File: src/rtl/vx_tl_req_arbiter.sv
// rtl/vx_tl_req_arbiter.sv - round-robin TL-A request arbiter with D-channel response routing
// Optional per-requester perf counters when VX_TL_ARB_PERF_EN is defined.
module vx_tl_req_arbiter #(
    parameter int NUM_REQ = 5,
    parameter int MAX_OUT = 4
) (
    input  logic                    clock,
    input  logic                    reset,
    input  logic [NUM_REQ-1:0]      req_valid,
    output logic [NUM_REQ-1:0]      req_ready,
    input  logic [3*NUM_REQ-1:0]    req_opcode,
    input  logic [10*NUM_REQ-1:0]   req_source,
    input  logic [32*NUM_REQ-1:0]   req_address,
    input  logic [32*NUM_REQ-1:0]   req_data,
    input  logic [4*NUM_REQ-1:0]    req_mask,
    output logic                    a_valid,
    output logic [2:0]              a_opcode,
    output logic [3:0]              a_size,
    output logic [9:0]              a_source,
    output logic [31:0]             a_address,
    output logic [31:0]             a_data,
    output logic [3:0]              a_mask,
    input  logic                    a_ready,
    input  logic                    d_valid,
    input  logic [2:0]              d_opcode,
    input  logic [9:0]              d_source,
    input  logic [31:0]             d_data,
    output logic                    d_ready,
    output logic [NUM_REQ-1:0]      rsp_valid,
    output logic [2:0]              rsp_opcode,
    output logic [9:0]              rsp_source,
    output logic [31:0]             rsp_data,
    input  logic [NUM_REQ-1:0]      rsp_ready,
    output logic                    err_bad_source
`ifdef VX_TL_ARB_PERF_EN
    ,
    output logic [32*NUM_REQ-1:0]   perf_grants,
    output logic [32*NUM_REQ-1:0]   perf_stalls
`endif
);

    logic [2:0]         rr_ptr_q, rr_ptr_d;
    logic [3:0]         out_cnt_q [NUM_REQ];
    logic [3:0]         out_cnt_d [NUM_REQ];
    logic               a_valid_q, a_valid_d;
    logic [2:0]         a_opcode_q, a_opcode_d;
    logic [9:0]         a_source_q, a_source_d;
    logic [31:0]        a_address_q, a_address_d;
    logic [31:0]        a_data_q, a_data_d;
    logic [3:0]         a_mask_q, a_mask_d;
    logic               err_q, err_d;

    logic [NUM_REQ-1:0] eligible;
    logic               grant_found;
    logic [2:0]         grant_idx;
    logic               grant;
    logic [2:0]         d_id;
    logic               d_id_ok;
    logic               d_ready_sel;
    logic               d_fire;

    function automatic logic [2:0] rr_idx(input logic [2:0] ptr, input int k);
        int s;
        s = int'(ptr) + k;
        if (s >= NUM_REQ) s = s - NUM_REQ;
        return 3'(s);
    endfunction

    // First eligible requester at or after rr_ptr wins.
    always_comb begin
        eligible    = '0;
        grant_found = 1'b0;
        grant_idx   = '0;
        for (int i = 0; i < NUM_REQ; i++) begin
            eligible[i] = req_valid[i] && (out_cnt_q[i] < 4'(MAX_OUT));
        end
        for (int k = 0; k < NUM_REQ; k++) begin
            if (!grant_found && eligible[rr_idx(rr_ptr_q, k)]) begin
                grant_found = 1'b1;
                grant_idx   = rr_idx(rr_ptr_q, k);
            end
        end
        grant = grant_found && (!a_valid_q || a_ready) && !reset;
        req_ready = '0;
        for (int i = 0; i < NUM_REQ; i++) begin
            req_ready[i] = grant && (grant_idx == 3'(i));
        end
    end

    always_comb begin
        a_valid_d   = a_valid_q && !a_ready;
        a_opcode_d  = a_opcode_q;
        a_source_d  = a_source_q;
        a_address_d = a_address_q;
        a_data_d    = a_data_q;
        a_mask_d    = a_mask_q;
        rr_ptr_d    = rr_ptr_q;
        if (grant) begin
            a_valid_d   = 1'b1;
            a_opcode_d  = req_opcode[3*int'(grant_idx) +: 3];
            a_source_d  = {grant_idx, req_source[10*int'(grant_idx) +: 7]};
            a_address_d = req_address[32*int'(grant_idx) +: 32];
            a_data_d    = req_data[32*int'(grant_idx) +: 32];
            a_mask_d    = req_mask[4*int'(grant_idx) +: 4];
            rr_ptr_d    = (grant_idx == 3'(NUM_REQ - 1)) ? 3'd0 : grant_idx + 3'd1;
        end
    end

    // Unmapped ids are sunk (d_ready=1) so a stray response cannot wedge the D channel.
    always_comb begin
        d_id        = d_source[9:7];
        d_id_ok     = int'(d_id) < NUM_REQ;
        d_ready_sel = 1'b1;
        rsp_valid   = '0;
        for (int i = 0; i < NUM_REQ; i++) begin
            if (d_id == 3'(i)) begin
                d_ready_sel  = rsp_ready[i];
                rsp_valid[i] = d_valid && !reset;
            end
        end
        d_ready = d_ready_sel && !reset;
        d_fire  = d_valid && d_ready;
        err_d   = err_q || (d_valid && !d_id_ok);
    end

    always_comb begin
        for (int i = 0; i < NUM_REQ; i++) begin
            out_cnt_d[i] = out_cnt_q[i];
            if (grant && grant_idx == 3'(i) && !(d_fire && d_id == 3'(i))) begin
                if (out_cnt_q[i] != 4'hF) out_cnt_d[i] = out_cnt_q[i] + 4'd1;
            end else if (!(grant && grant_idx == 3'(i)) && d_fire && d_id == 3'(i)) begin
                if (out_cnt_q[i] != 4'h0) out_cnt_d[i] = out_cnt_q[i] - 4'd1;
            end
        end
    end

    always_ff @(posedge clock) begin
        if (reset) begin
            rr_ptr_q  <= '0;
            a_valid_q <= 1'b0;
            err_q     <= 1'b0;
            for (int i = 0; i < NUM_REQ; i++) out_cnt_q[i] <= '0;
        end else begin
            rr_ptr_q  <= rr_ptr_d;
            a_valid_q <= a_valid_d;
            err_q     <= err_d;
            for (int i = 0; i < NUM_REQ; i++) out_cnt_q[i] <= out_cnt_d[i];
        end
    end

    always_ff @(posedge clock) begin
        a_opcode_q  <= a_opcode_d;
        a_source_q  <= a_source_d;
        a_address_q <= a_address_d;
        a_data_q    <= a_data_d;
        a_mask_q    <= a_mask_d;
    end

    assign a_valid        = a_valid_q;
    assign a_opcode       = a_opcode_q;
    assign a_size         = 4'd2;
    assign a_source       = a_source_q;
    assign a_address      = a_address_q;
    assign a_data         = a_data_q;
    assign a_mask         = a_mask_q;
    assign rsp_opcode     = d_opcode;
    assign rsp_source     = {3'b000, d_source[6:0]};
    assign rsp_data       = d_data;
    assign err_bad_source = err_q;

`ifdef VX_TL_ARB_PERF_EN
    logic [31:0] perf_grants_q [NUM_REQ];
    logic [31:0] perf_stalls_q [NUM_REQ];

    always_ff @(posedge clock) begin
        for (int i = 0; i < NUM_REQ; i++) begin
            if (reset) begin
                perf_grants_q[i] <= '0;
                perf_stalls_q[i] <= '0;
            end else begin
                if (req_ready[i]) perf_grants_q[i] <= perf_grants_q[i] + 32'd1;
                if (req_valid[i] && !req_ready[i]) perf_stalls_q[i] <= perf_stalls_q[i] + 32'd1;
            end
        end
    end

    always_comb begin
        for (int i = 0; i < NUM_REQ; i++) begin
            perf_grants[32*i +: 32] = perf_grants_q[i];
            perf_stalls[32*i +: 32] = perf_stalls_q[i];
        end
    end
`endif

endmodule

File: config.mk
export PLATFORM = sky130hd
export DESIGN_NAME = vx_tl_req_arbiter
export DESIGN_NICKNAME = d
export VERILOG_FILES = /design/src/rtl/vx_tl_req_arbiter.sv
export SDC_FILE = /design/constraint.sdc
export NUM_CORES = 1
export LEC_CHECK = 0
export ABC_AREA = 0
export BUFFER_PORTS_ARGS = -buffer_cell sky130_fd_sc_hd__buf_4
export CAP_MARGIN = 20
export CORE_AREA = 4 4 232 234
export CTS_CLUSTER_SIZE = 12
export DETAILED_ROUTE_END_ITERATION = 8
export DIE_AREA = 0 0 236 238
export GPL_TIMING_DRIVEN = 1
export PLACE_DENSITY_LB_ADDON = 0.25
export RECOVER_POWER = 50
export SKIP_CTS_REPAIR_TIMING = 1
export SYNTH_ARGS = -nofsm -noshare
export SYNTH_HDL_FRONTEND = slang
export SYNTH_SLANG_ARGS = --single-unit
File: constraint.sdc
create_clock -name clock -period 7.7 [get_ports clock]
set_input_delay 1.155 -clock clock [delete_from_list [all_inputs] [get_ports clock]]
set_output_delay 1.155 -clock clock [all_outputs]
set_load 0.03 [all_outputs]
==> results.json, run 1 <==
{
  "run_status": "finished clean",
  "first_pass_grt_wire_length_mm": 57.1,
  "post-synth-top-area-cell": "sky130_fd_sc_hd__edfxtp_1",
  "drive_gt1_share_pct": 41.0,
  "start_util_pct": 17.5,
  "relSlewSlack_pct": 27.0,
  "dp_cells": 2019,
  "tritoncts_clock_tree": "built",
  "via_per_inst": 4.33,
  "setup-violations-final": 0,
  "design.die.area_mm2": 0.0562,
  "power.total_w": 0.00882,
  "crit_path_end_kind": "output port",
  "critPathTopFamily": "simple AND/OR/NAND/NOR gates",
  "drt_iter0_markers": 474,
  "logic_pwr_share_pct": 78.5,
  "detail_route.first_pass.iterations": 5,
  "finalHoldViolations": 0,
  "ir_drop_uv": 614,
  "syn-instance-count": 929,
  "port_buffers": 500,
  "worst_pin_slew_ps": 1090,
  "timing.final.crit_share_pct": 82.1,
  "dp_slack_ps": 1800,
  "cts_made_buffers": 9,
  "synthArstFlopShare_pct": 0,
  "detail_route.wl_per_cell_um": 19.6,
  "final-instance-count-excl-fill": 2036,
  "ant_nets": 0,
  "nets": 1832,
  "max-cap-violations": 0,
  "critPathArrivalTime_ps": 5170,
  "leakagePower_nw": 5.57,
  "seq_area_frac_synth_pct": 32.1,
  "globalRoute.totalOverflow": 0,
  "reg_to_reg_start": "rr_ptr_q[0]",
  "internal_power_w": 0.00434,
  "synth_cell_type_count": 89,
  "worst_ep_required_time_ps": 6550,
  "start_kind": "flip-flop",
  "critical_path_peak_fanout": 32,
  "cts-root-buf": "sky130_fd_sc_hd__clkbuf_16",
  "cts_max_level": 3,
  "place_congestion": 0.888,
  "route.final.wire_length_mm": 39.9,
  "total_negative_slack_ps": 0,
  "max-clock-path-buffers": 2,
  "crit_path_start": "rr_ptr_q[0]",
  "timing.final.max_slew_violations": 0,
  "worst_path_most_repeated_cell": "sky130_fd_sc_hd__buf_4",
  "fin_worst_skew_ps": 9.46,
  "rsz_0062_raised_after_global_routing": "false",
  "number_of_placed_i_o_pins": 607,
  "grt_antenna_before_repair": 3,
  "setup_ws_ps": 1380,
  "clock_pin_slew_reported_for_the_worst_setup_and_hold_paths_after_clock_tree_synthesis_ps": 80,
  "ys.warnings.count": 0,
  "finalCoreUtilization_pct": 25.3,
  "placementRows": 84,
  "die_x_um": 236,
  "grt_max_degree": 111,
  "p_sw_w": 0.00448,
  "yosys_register_bits": 106,
  "core_area_mm2": 0.0520,
  "track_usage_pct": 13.3,
  "post-dp-hpwl_mm": 31.8,
  "yosysTopAreaCellShare_pct": 26.7,
  "cts.sink_count": 106,
  "mappedNetlistArea_mm2": 0.00912,
  "power_density_of_the_placed_cells_mw_per_mm2": 670,
  "area.growth.synth_to_final_pct": 44.2,
  "worstHoldPathType": "flip-flop to flip-flop",
  "sequentialPowerShare_pct": 16.0,
  "hold_start": "err_bad_source",
  "clock.fmax_mhz": 158,
  "ys.flop_type": "sky130_fd_sc_hd__edfxtp_1",
  "share_clk_of_total_power_pct": 5.5,
  "floorplan.die.height_um": 238,
  "crit_type": "flip-flop to output port",
  "buf_inv_stages_crit_path": 4,
  "number_of_global_route_vias_before_repair": 8845,
  "critPathSlowestCell": "sky130_fd_sc_hd__a2111oi_0",
  "delay_of_the_slowest_cell_on_the_worst_path_ps": 650,
  "synth.avg_cell_area_um2": 9.82,
  "min_period_ps": 6320,
  "vias": 8825,
  "layout.filler_cells": 5677,
  "synth.top_cells.by_area": "sky130_fd_sc_hd__edfxtp_1 27%, sky130_fd_sc_hd__mux2i_1 10%, sky130_fd_sc_hd__mux2_2 9.6%, sky130_fd_sc_hd__a211oi_1 7.2%, sky130_fd_sc_hd__a21oi_1 5.8%",
  "remaining_drc_errors": 0,
  "worstPathCellList": "buf_4 -> inv_1 -> ha_1 -> nor4b_1 -> a211oi_1 -> a2111oi_0 -> nor3_2 -> and3b_1 -> and3_1 -> a21o_1 -> inv_4 -> nand3_1 -> nor2_1 -> buf_4",
  "sw_frac_of_total_pct": 50.8,
  "synth-edff-count": 81,
  "clock_insertion_delay_worst_skew_ps": 380
}
-- metal layers --
metal / wire, µm / vias to the layer above / GRT usage, %
li1: - / 4273 / -
met1: 16000 / 4153 / 15.9
met2: 20200 / 355 / 23.7
met3: 2970 / 42 / 3.81
met4: 760 / 2 / 3.04
met5: 13 / - / 0
-- synth_stat cells, drive strengths merged, types with 3 or more instances --
cell type,number
a21oi,106
a211oi,89
nand3,8
buf,84
dfxtp,25
o21a,6
a21o,9
o21ai,11
xor2,5
and3b,3
nor2,26
a32o,4
nor3b,9
nor2b,4
nor3,12
or3b,5
ha,20
fa,6
a211o,3
clkbuf,31
a2111oi,5
inv,17
edfxtp,81
mux2i,92
xnor2,8
nand2,22
mux2,78
or2,6
and2,83
nor4,9
or3,7
nand2b,6
and3,7
-- cells by family (layout without fill, tap and decap cells) --
kind of cell,after synthesis,in the layout,share of synthesized area [%]
flops,106,106,32.1
xor+xnor,13,13,1.25
mux,171,171,20.0
fa+ha+maj,26,26,4.06
buf+inv,132,545,8.17
other cells,2,8,0.0823
compound gates,265,265,20.1
simple gates,214,214,14.2
-- cell usage in the layout, fill, tap and decap left out, drive strengths merged, types with 7 or more instances in the layout --
master and instances:
nor2 26, inv 19, a21o 9, nand2 22
clkbuf 99, buf 422, o21ai 11, a21oi 106
edfxtp 81, ha 20, nand3 8, xnor2 8
mux2i 92, nor3 12, nor3b 9, conb 7
mux2 78, and3 7, nor4 9, or3 7
a211oi 89, and2 83, dfxtp 25
-- sequential cells by signal, indices dropped and copies added (netlist names) --
| register | flops |
|---|---|
| a_valid | 1 |
| out_cnt_q | 20 |
| a_mask | 4 |
| err_bad_source | 1 |
| a_source | 10 |
| a_data | 32 |
| a_address | 32 |
| a_opcode | 3 |
| rr_ptr_q | 3 |
-- power groups by stage --
stage / sequential [W] / clock [W] / combinational [W]
final: 0.00141 / 0.000485 / 0.00693
after global routing: 0.00144 / 0.000535 / 0.00767
after CTS: 0.00142 / 0.000519 / 0.00730
after detailed placement: 0.00143 / 0 / 0.00728
after global placement: 0.00142 / 0 / 0.00722
after floorplan: 0.00190 / 0 / 0.00491
-- path summary, 6_finish.rpt --
check                                        to  slack (ps)  cells after the start
worst max-delay path               req_ready[0]        1380                     14
worst min-delay path             err_bad_source         490                      1
worst max register to register  out_cnt_q[0][7]        1830                     19
worst min register to register   err_bad_source         490                      1
-- area by class of cell --
type                    instances  area [µm²]  area share (%)
diodes                          1        2.50          0.0190
well taps                     688         861            6.54
flip-flops and latches        106        2930            22.3
repair buffers                512        3520            26.7
multi-input cells             696        5490            41.7
clock buffers                   9         225            1.71
clock inverters                 7        62.6           0.476
inverters                      17        66.3           0.504
-- stage by stage --
stage | hold WS, ps | cell area (µm²)
floorplan | 453 | 9140
detailed placement | 476 | 13200
global placement | 476 | 13200
global route | 529 | 13200
finish | 487 | 13200
CTS | 500 | 13500
(Power assumes the default switching activity.)
==> inputs of run 2 (changes only) <==
- ABC_AREA: 0 -> 1
- CORE_AREA: 4 4 232 234 -> 4 4 235 237
- DIE_AREA: 0 0 236 238 -> 0 0 239 241
- clock period: 7.7 -> 6.21 ns (I/O delays scaled with it)
==> run 2 against run 1 <==
Against the previous run:
- the flow now finishes with violations (max-capacitance violations, max-slew violations)
- critical path depth up 6
- highest routed layer is now met4
- critical endpoint is now a_data[16]
- clock skew up 6.0 ps
- synthesized area down 6.2%
- register-to-register slack worse by 1400 ps
- cell count up 16%
- sequential share of layout area up 0.98 points
- worst setup slack worse by 920 ps
- die area up 2.5%
==> results.json, run 2 <==
{
  "port_buffers": 500,
  "total_negative_slack_ps": 0,
  "rsz_0062_raised_after_global_routing": "false",
  "vias": 10300,
  "synthArstFlopShare_pct": 0,
  "nets": 2156,
  "setup-violations-final": 0,
  "first_pass_grt_wire_length_mm": 61.6,
  "grt_max_degree": 79,
  "synth-edff-count": 81,
  "drive_gt1_share_pct": 28.7,
  "min_period_ps": 5750,
  "worst_ep_required_time_ps": 6480,
  "synth.avg_cell_area_um2": 6.86,
  "timing.final.crit_share_pct": 92.6,
  "place_congestion": 0.870,
  "crit_type": "flip-flop to flip-flop",
  "detail_route.wl_per_cell_um": 18.6,
  "remaining_drc_errors": 0,
  "start_util_pct": 16.1,
  "buf_inv_stages_crit_path": 3,
  "clock_insertion_delay_worst_skew_ps": 390,
  "route.final.wire_length_mm": 44.1,
  "synth_cell_type_count": 43,
  "layout.filler_cells": 6083,
  "run_status": "finished, violations left",
  "fin_worst_skew_ps": 15.5,
  "die_x_um": 239,
  "critical_path_peak_fanout": 41,
  "layout_commonest_cell": "sky130_fd_sc_hd__nand2_1",
  "floorplan.die.height_um": 241,
  "layout.cells.most_common_list": "561 x sky130_fd_sc_hd__nand2_1, 419 x sky130_fd_sc_hd__buf_4, 133 x sky130_fd_sc_hd__nand3_1",
  "placementRows": 85,
  "grt_antenna_before_repair": 0,
  "worstHoldPathType": "flip-flop to flip-flop",
  "reg_to_reg_start": "rr_ptr_q[0]",
  "area.growth.synth_to_final_pct": 47.3,
  "delay_of_the_slowest_cell_on_the_worst_path_ps": 1680,
  "cts_made_buffers": 9,
  "number_of_placed_i_o_pins": 607,
  "via_per_inst": 4.35,
  "ant_nets": 0,
  "crit_path_end_kind": "flip-flop",
  "mappedNetlistArea_mm2": 0.00856,
  "cts-root-buf": "sky130_fd_sc_hd__clkbuf_16",
  "synth.top_cells.by_area": "sky130_fd_sc_hd__edfxtp_1 28%, sky130_fd_sc_hd__nand2_1 25%, sky130_fd_sc_hd__nand3_1 7.8%, sky130_fd_sc_hd__nand4_1 6.8%, sky130_fd_sc_hd__dfxtp_1 5.8%",
  "clock_pin_slew_reported_for_the_worst_setup_and_hold_paths_after_clock_tree_synthesis_ps": 90,
  "ys.flop_type": "sky130_fd_sc_hd__edfxtp_1",
  "antenna_diode_count": 0,
  "cts_max_level": 3,
  "max-clock-path-buffers": 2,
  "ys.warnings.count": 0,
  "violations": "max-capacitance violations, max-slew violations",
  "track_usage_pct": 14.1,
  "yosysMostFrequentCell": "sky130_fd_sc_hd__nand2_1",
  "cts.sink_count": 106,
  "worst_path_most_repeated_cell": "sky130_fd_sc_hd__nand2_1",
  "core_area_mm2": 0.0533,
  "tritoncts_clock_tree": "built",
  "hold_start": "out_cnt_q[0][15]",
  "start_kind": "flip-flop",
  "worstPathCellList": "inv_2 -> ha_1 -> ha_1 -> o21ai_0 -> nand2_2 -> nand2_1 -> nand2_1 -> nand2_1 -> nand3_1 -> nand2_1 -> nand2_1 -> nand2_1 -> inv_1 -> nand4_1 -> nand3_4 -> clkbuf_1 -> nand3_1 -> nand4_1 -> nand2_1 -> nand2_1",
  "relSlewSlack_pct": -58.8,
  "critPathArrivalTime_ps": 6020,
  "number_of_global_route_vias_before_repair": 10000,
  "crit_path_start": "rr_ptr_q[0]",
  "critPathSlowestCell": "sky130_fd_sc_hd__clkbuf_1",
  "max-cap-violations": 1,
  "clock.fmax_mhz": 174,
  "finalHoldViolations": 0,
  "ys_top_cells_by_count": "560 x sky130_fd_sc_hd__nand2_1, 134 x sky130_fd_sc_hd__nand3_1, 93 x sky130_fd_sc_hd__nand4_1, 81 x sky130_fd_sc_hd__edfxtp_1, 55 x sky130_fd_sc_hd__buf_4",
  "critPathTopFamily": "buffers and inverters",
  "post-synth-top-area-cell": "sky130_fd_sc_hd__edfxtp_1",
  "worst_pin_slew_ps": 2380,
  "detail_route.first_pass.iterations": 5,
  "timing.final.max_slew_violations": 42,
  "seq_area_frac_synth_pct": 34.3,
  "syn-instance-count": 1247,
  "post-dp-hpwl_mm": 33.9,
  "yosysTopAreaCellShare_pct": 28.4,
  "drt_iter0_markers": 678,
  "globalRoute.totalOverflow": 0,
  "yosys_register_bits": 106,
  "design.die.area_mm2": 0.0576
}
run 2: path summary, 6_finish.rpt:
path	to	slack, ps	depth (start not counted)
setup / recovery	a_data[16]	460	20
hold / removal	out_cnt_q[0][15]	520	2
setup reg to reg	a_data[16]	460	20
hold reg to reg	out_cnt_q[0][15]	520	2
run 2: cells by family after synthesis:
family                     after synthesis  share of synthesized area (%)
and+or+nand+nor                        863                           45.2
buffers and inverters                  167                           10.6
DFF                                    106                           34.3
AOI/OAI and AO/OA                       77                           4.82
adders and majority gates               26                           4.33
xor gates and xnor gates                 6                          0.702
other                                    2                         0.0877
run 2: cell type report:
| class | count | area, µm² | share of cell area, % |
|---|---|---|---|
| Clock buffer | 9 | 225 | 1.79 |
| Sequential cell | 106 | 2930 | 23.3 |
| Inverter | 58 | 223 | 1.77 |
| Tap cell | 696 | 871 | 6.91 |
| Timing Repair Buffer | 512 | 3530 | 28.0 |
| Multi-Input combinational cell | 979 | 4750 | 37.7 |
| Clock inverter | 7 | 73.8 | 0.586 |
run 2: metrics by stage:
stage               instance area [µm²]  setup slack [ps]  instances  util, %  hold WS, ps
finish                            12600               462       2367     23.7          516
detailed placement                12700              1040       2351     23.7          499
global route                      12600               101       2367     23.7          550
global placement                  12700              1130       2351     23.7          483
floorplan                          8580              1780       1252        -          465
CTS                               12900               651       2367     24.3          514
run 2: layer usage:
layer | global-route usage (%) | vias up | wire length, µm
li1 | - | 4954 | -
met3 | 2.81 | 93 | 3030
met1 | 17.0 | 4826 | 17900
met2 | 23.9 | 419 | 21300
met5 | 0 | - | 0
met4 | 7.24 | 0 | 1870
run 2: worst register-to-register path: stages (launching register included):
cell and delay (ps):
sky130_fd_sc_hd__dfxtp_1 750, sky130_fd_sc_hd__inv_2 260, sky130_fd_sc_hd__ha_1 310, sky130_fd_sc_hd__ha_1 340, sky130_fd_sc_hd__o21ai_0 150, sky130_fd_sc_hd__nand2_2 120, sky130_fd_sc_hd__nand2_1 90, sky130_fd_sc_hd__nand2_1 150
sky130_fd_sc_hd__nand2_1 70, sky130_fd_sc_hd__nand3_1 70, sky130_fd_sc_hd__nand2_1 60, sky130_fd_sc_hd__nand2_1 50, sky130_fd_sc_hd__nand2_1 130, sky130_fd_sc_hd__inv_1 180, sky130_fd_sc_hd__nand4_1 200, sky130_fd_sc_hd__nand3_4 210
sky130_fd_sc_hd__clkbuf_1 1680, sky130_fd_sc_hd__nand3_1 450, sky130_fd_sc_hd__nand4_1 240, sky130_fd_sc_hd__nand2_1 60, sky130_fd_sc_hd__nand2_1 70
Power of run 2 is left out: the tool's default activity adds up to more than one toggle a clock period on the data nets, which glitch-free logic cannot reach.
